## src/rtl/imem_controller.sv

```systemverilog
// Instruction memory sequencer: boot loader writes the byte image, then the CPU
// fetches 32-bit little-endian words with a registered, range-checked response.
module imem_controller #(
  parameter int ADDR_WIDTH = 10,
  parameter bit BOOT_HOLD  = 1'b1
) (
  input  logic                  I_clk,
  input  logic                  I_rst_n,
  input  logic                  I_fetch_req,
  input  logic [31:0]           I_fetch_addr,
  output logic                  O_fetch_ready,
  output logic                  O_fetch_valid,
  output logic [31:0]           O_fetch_data,
  output logic                  O_fetch_fault,
  input  logic                  I_load_valid,
  input  logic [7:0]            I_load_data,
  output logic                  O_load_ready,
  input  logic                  I_load_done,
  input  logic                  I_load_restart,
  output logic [ADDR_WIDTH:0]   O_load_count,
  output logic                  O_load_overflow,
  output logic                  O_cpu_hold,
  output logic [ADDR_WIDTH-1:0] O_mem_addr,
  output logic [7:0]            O_mem_wdata,
  output logic                  O_mem_we,
  input  logic [31:0]           I_mem_rdata
);
  localparam int DEPTH = 1 << ADDR_WIDTH;
  localparam logic [ADDR_WIDTH:0] FULL      = (ADDR_WIDTH+1)'(DEPTH);
  localparam logic [31:0]         LAST_WORD = 32'(DEPTH - 4);
  localparam logic [31:0]         NOP       = 32'h0000_0013;

  typedef enum logic {BOOT, RUN} state_t;
  state_t state_q, state_d;

  logic [ADDR_WIDTH-1:0] addr_q;
  logic [7:0]            wdata_q;
  logic                  fetch_hs, fault;

  always_comb begin
    state_d       = state_q;
    O_cpu_hold    = 1'b0;
    O_fetch_ready = 1'b0;
    O_load_ready  = 1'b0;
    O_mem_we      = 1'b0;
    case (state_q)
      BOOT: begin
        O_cpu_hold   = 1'b1;
        O_load_ready = (O_load_count != FULL);
        O_mem_we     = O_load_ready & I_load_valid;
        if (I_load_restart)   state_d = BOOT;
        else if (I_load_done) state_d = RUN;
      end
      default: begin
        O_fetch_ready = 1'b1;
        if (I_load_restart) state_d = BOOT;
      end
    endcase
  end

  assign fetch_hs = O_fetch_ready & I_fetch_req;
  // Address bits above the array also fail the range compare.
  assign fault    = (|I_fetch_addr[1:0]) | (I_fetch_addr > LAST_WORD);

  // Memory port holds its last driven address/data when idle; O_mem_we qualifies it.
  assign O_mem_addr  = O_mem_we ? O_load_count[ADDR_WIDTH-1:0] :
                       fetch_hs ? I_fetch_addr[ADDR_WIDTH-1:0] : addr_q;
  assign O_mem_wdata = O_mem_we ? I_load_data : wdata_q;

  always_ff @(posedge I_clk) begin
    if (!I_rst_n) begin
      state_q         <= BOOT_HOLD ? BOOT : RUN;
      O_load_count    <= '0;
      O_load_overflow <= 1'b0;
      O_fetch_valid   <= 1'b0;
      O_fetch_data    <= '0;
      O_fetch_fault   <= 1'b0;
      addr_q          <= '0;
      wdata_q         <= '0;
    end else begin
      state_q       <= state_d;
      addr_q        <= O_mem_addr;
      wdata_q       <= O_mem_wdata;
      O_fetch_valid <= fetch_hs & ~I_load_restart;
      if (fetch_hs && !I_load_restart) begin
        O_fetch_fault <= fault;
        O_fetch_data  <= fault ? NOP : I_mem_rdata;
      end
      if (I_load_restart) begin
        O_load_count    <= '0;
        O_load_overflow <= 1'b0;
      end else if (state_q == BOOT) begin
        if (O_mem_we) O_load_count <= O_load_count + 1'b1;
        if (O_load_count == FULL && I_load_valid) O_load_overflow <= 1'b1;
      end
    end
  end
endmodule

```

## config.mk

```make
export PLATFORM = sky130hd
export DESIGN_NAME = imem_controller
export DESIGN_NICKNAME = d
export VERILOG_FILES = /design/src/rtl/imem_controller.sv
export SDC_FILE = /design/constraint.sdc
export NUM_CORES = 1
export LEC_CHECK = 0
export BUFFER_PORTS_ARGS = -buffer_cell sky130_fd_sc_hd__buf_2
export CAP_MARGIN = 20
export CORE_ASPECT_RATIO = 0.75
export CORE_MARGIN = 4
export CORE_UTILIZATION = 47
export DETAILED_ROUTE_END_ITERATION = 8
export HOLD_SLACK_MARGIN = 0.05
export PLACE_DENSITY = 0.85
export SYNTH_ARGS = -nofsm -noshare
export SYNTH_HDL_FRONTEND = slang
export SYNTH_SLANG_ARGS = --single-unit
```

## constraint.sdc

```tcl
create_clock -name I_clk -period 3 [get_ports I_clk]
set_input_delay 0.15 -clock I_clk [delete_from_list [all_inputs] [get_ports I_clk]]
set_output_delay 0.15 -clock I_clk [all_outputs]
set_load 0.02 [all_outputs]
```

# Yosys cells after proc, flatten, opt, wreduce, memory -nomap -nowiden
# Cells that the tools add are included.
[totals]
elab_cells = 38
ff_bits = 65
[op_classes]
order_cmp = 1
mux = 12
n_eq_ne = 2
reduce_logical = 7
bitwise = 7
add_sub_neg = 1
[op_table]
columns = ["cell", "count"]
rows = [
  ["32-bit by 10-bit greater-than comparator with 1-bit output (second input constant)", 1],
  ["32-bit two-way mux", 1],
  ["10-bit two-way mux", 2],
  ["11-bit by 1-bit adder with 11-bit output (second input constant)", 1],
  ["11-bit == test (second input constant)", 1],
  ["11-bit != test (second input constant)", 1],
  ["1-bit two-way mux", 8],
  ["8-bit two-way mux", 1],
  ["2-bit AND reduction", 2],
  ["2-bit OR reduction", 2],
  ["1-bit AND", 3],
  ["1-bit NOT", 3],
  ["1-bit logical AND", 2],
  ["1-bit zero test", 1],
  ["1-bit OR", 1],
]

# Logic depth before layout (Yosys ltp)
[depth]
depth_word = 4
depth_mapped = 7
depth_no_buf = 5

# Worst setup path before layout
# OpenSTA, ideal clock, no wires.
[synth_timing]
path_type = "register to register"
start = "register O_load_count[0]"
end = "register addr_q[6]"
path_slack_ps = 847
path_stages_with_launch = 7
required_time_ps = 2885
period_less_slack_ps = 2153
t_arrival_ps = 2038
cell_sequence = "dfxtp_1 inv_1 ha_1 a41oi_1 buf_2 o21ai_0 and2_1"
[synth_between]
elab_chain_cells = 4
[synth_lines]
columns = ["element", "line", "source"]
rows = [
  ["from (decl)", "20", "output logic [ADDR_WIDTH:0] O_load_count,"],
  ["from (signal assigned)", "93", "if (O_mem_we) O_load_count <= O_load_count + 1'b1;"],
  ["11-bit != test", "49", "O_load_ready = (O_load_count != FULL);"],
  ["1-bit AND", "50", "O_mem_we = O_load_ready & I_load_valid;"],
  ["1-bit two-way mux", "46", "case (state_q)"],
  ["via O_mem_we", "25", "output logic O_mem_we,"],
  ["10-bit two-way mux", "66", "assign O_mem_addr = O_mem_we ? O_load_count[ADDR_WIDTH-1:0] :"],
  ["via O_mem_addr[6]", "23", "output logic [ADDR_WIDTH-1:0] O_mem_addr,"],
  ["to (signal assigned)", "82", "addr_q <= O_mem_addr;"],
  ["to (decl)", "36", "logic [ADDR_WIDTH-1:0] addr_q;"],
]
# The timed path passes the listed nets, and every way through them passes these cells.
# A chain may end at the register's enable or synchronous reset.

# Worst setup path after layout
[layout_timing]
start = "register O_load_count[5]"
end = "output O_mem_addr[3]"
[layout_between]
elab_chain_cells = 4
[layout_lines]
columns = ["element", "line"]
rows = [
  ["11-bit != test", "49"],
  ["1-bit AND", "50"],
  ["1-bit two-way mux", "46"],
  ["10-bit two-way mux", "66"],
  ["to (decl)", "23"],
]
# No other way between the ends.

==> flow_metrics.env <==
export IMPL_cts_tree="built"
export IMPL_critPathKind="flip-flop to primary output"
export IMPL_synth_cells=245
export IMPL_final_common_cell="buf_2"
export IMPL_final_area_um2=3820
export IMPL_drive_above_1_share=0.419
export IMPL_hold_path_class="input pin to flip-flop"
export IMPL_fmax_mhz=394
export IMPL_drc=0
export IMPL_post_route_period_util=0.846
export IMPL_core_region_area_um2=5040
export IMPL_max_slew_margin_rel=0.604
export IMPL_critPathLaunchType="flip-flop"
export IMPL_rsz0062_at_grt="no"
export IMPL_cp_depth=5
export IMPL_power_frac_seq=0.465
export IMPL_first_iter_violations=111
export IMPL_dpl_cell_area_um2=3300
export IMPL_postSynthAreaPerCell_um2=10.3
export IMPL_path_max_fanout=15
export IMPL_total_power_w=0.00190
export IMPL_dp_hpwl_mm=5.67
export IMPL_cts_root_buf="clkbuf_8"
export IMPL_switchingPower_w=0.000428
export IMPL_r2r_slack_ns=0.87
export IMPL_die_h_um=71.4
export IMPL_ys_seq_area_frac=0.517
export IMPL_start_util=0.500
export IMPL_status="completed"
export IMPL_grt_pass1_wl_mm=12.1
export IMPL_globalplace_congestion=0.874
export IMPL_wl_per_cell_um=15.6
export IMPL_slew_viol_final=0
export IMPL_worst_pin_slew_ns=0.593
export IMPL_slowest_stage="nor4_1"
export IMPL_synth_seq_cells=65
export IMPL_ys_warn_count=0
export IMPL_overflow=0
export IMPL_drt_pass1_iter_count=4
export IMPL_r2r_cells=6
export IMPL_syn_num_nets=325
export IMPL_die_area_um2=6600
export IMPL_cts_setup_buffers=0
export IMPL_drtAntennaViolNets=0
export IMPL_grt_max_degree=30
export IMPL_finClkSkew_ns=0.00919
export IMPL_worstPathArrival_ns=2.39
export IMPL_clockBufferDepth=2
export IMPL_clock_latency_ns=0.34
export IMPL_ys_types=38
export IMPL_drv_cap=0
export IMPL_htreeDepth=3
export IMPL_whs_path_depth=2
export IMPL_slowest_delay_ns=0.51
export IMPL_swShare=0.226
export IMPL_setup_violations_final=0
export IMPL_vias_per_cell=5.01
export IMPL_routed_wl_mm=7.74
export IMPL_vias=2489
export IMPL_io_pins=146
export IMPL_final_cell_mix="buf_2, dfxtp_1, dlygate4sd3_1, a22o_1, nand2_1"
export IMPL_crit_family="compound AO/OA/AOI/OAI gates"
export IMPL_powerDensity_nw_per_um2=497
export IMPL_clock_sinks=65
export IMPL_cp_data_required_time_ns=2.85
export IMPL_antennaDiodeCount=0
export IMPL_crit_chain="nor4_1 -> a41oi_2 -> buf_4 -> o21ai_0 -> buf_2"
export IMPL_critPathBufInv=2
export IMPL_hold_violations=0
export IMPL_std_cell_rows=22
export IMPL_buffer_ports_inserted=145
export IMPL_power_leakage_nw=1.87
export IMPL_comb_power_share=0.107
export IMPL_peakVddDrop_uv=328
export IMPL_final_nets=500
export IMPL_grt_pass1_vias=2524
export IMPL_pwr_share_clk=0.428
export IMPL_fin_crit_ns=2.54
export IMPL_worst_setup_path_end_kind="primary output"
export IMPL_clk_pin_slew_ns=0.07
export IMPL_area_growth_pct=51.8
export IMPL_synth_cell_area_um2=2520
export IMPL_cts_buffers_inserted=9
export IMPL_die_x_um=92.5
export IMPL_grt_antenna_before_repair=0
export IMPL_tns_ns=0
export IMPL_grt_util_all_layers=0.234
export IMPL_p_int_w=0.00147
-- power by group through the flow --
stage	registers [W]	clock network [W]	logic, W
6_report	0.000883	0.000811	0.000203
5_1_grt	0.000883	0.000863	0.000221
4_1_cts	0.000883	0.000825	0.000202
3_5_place_dp	0.000902	0	0.000171
3_3_place_gp	0.000901	0	0.000166
2_1_floorplan	0.000903	0	0.0000836
-- state kept, by name, summed over array words and instances (netlist names) --
| name | cells |
|---|---|
| O_fetch_data | 32 |
| O_fetch_valid | 1 |
| O_fetch_fault | 1 |
| wdata_q | 8 |
| addr_q | 10 |
| state_q | 1 |
| O_load_count | 11 |
| O_load_overflow | 1 |
-- metal layers --
| metal | up-vias | track usage | wire length, um |
|---|---|---|---|
| li1 | 1233 | - | - |
| met1 | 1153 | 0.268 | 3250 |
| met5 | - | 0 | 0 |
| met3 | 12 | 0.102 | 611 |
| met2 | 91 | 0.391 | 3740 |
| met4 | 0 | 0.0824 | 129 |
-- cells by family (layout without fill, tap and decap cells) --
kind of cell,after synthesis,in the layout,share of synthesized area
xor+xnor,7,7,0.0244
buf+inv,21,201,0.0403
fa+ha+maj,2,2,0.00994
compound gates,56,56,0.174
flops,65,65,0.517
simple gates,77,77,0.163
mux,17,17,0.0716
-- synth_stat cells, drive strengths merged --
cell	count	area (um2)
clkbuf	9	33.8
nor2b	1	6.26
o21ai	10	50.1
nor2	15	56.3
mux2	8	90.1
nand2b	2	12.5
and4	1	8.76
nand2	16	60.1
xor2	1	8.76
nand3	4	20.0
nand4b	1	8.76
buf	6	45.0
nor4b	1	8.76
mux2i	9	90.1
o311a	2	20.0
a21boi	2	15.0
nand4	3	18.8
and2	14	87.6
ha	2	25.0
nor4	6	37.5
o211a	1	10.0
nand3b	1	7.51
a21oi	6	30.0
nor3	5	30.0
or3	3	18.8
a22o	29	254
xnor2	6	52.6
a21o	2	15.0
a41oi	1	8.76
or4	3	22.5
inv	6	22.5
o221a	3	33.8
dfxtp	65	1300
or2	1	6.26
-- path summary, 6_finish.rpt --
path                                 startpoint               to
worst min-delay path             I_mem_rdata[0]  O_fetch_data[0]
worst max-delay path            O_load_count[5]    O_mem_addr[3]
worst min register to register  O_fetch_data[6]  O_fetch_data[6]
worst max register to register  O_load_count[0]       wdata_q[7]
-- through the flow --
| step | util | setup slack [ns] | hold slack (ns) | cells |
|---|---|---|---|---|
| floorplan | - | 0.847 | 0.266 | 245 |
| global placement | 0.655 | 0.911 | 0.355 | 451 |
| detailed placement | 0.655 | 0.807 | 0.361 | 451 |
| CTS | 0.758 | 0.465 | 0.0648 | 497 |
| global route | 0.758 | 0.244 | 0.0563 | 497 |
| finish | 0.758 | 0.462 | 0.0738 | 497 |
-- cell type report --
type | instances | area (um2)
multi-input cells | 159 | 1130
well taps | 72 | 90.1
clock buffers | 11 | 141
fillers | 386 | 1220
inverters | 6 | 22.5
clock inverters | 5 | 78.8
flip-flops and latches | 65 | 1300
repair buffers | 179 | 1060
-- timing repair --
item                                    CTS  global route
hold endpoints to repair                 30             0
endpoints found under the setup margin    0             0
resized for setup                         0             0
hold buffers                             30             0
No activity file was read; power rests on OpenSTA's default activity.
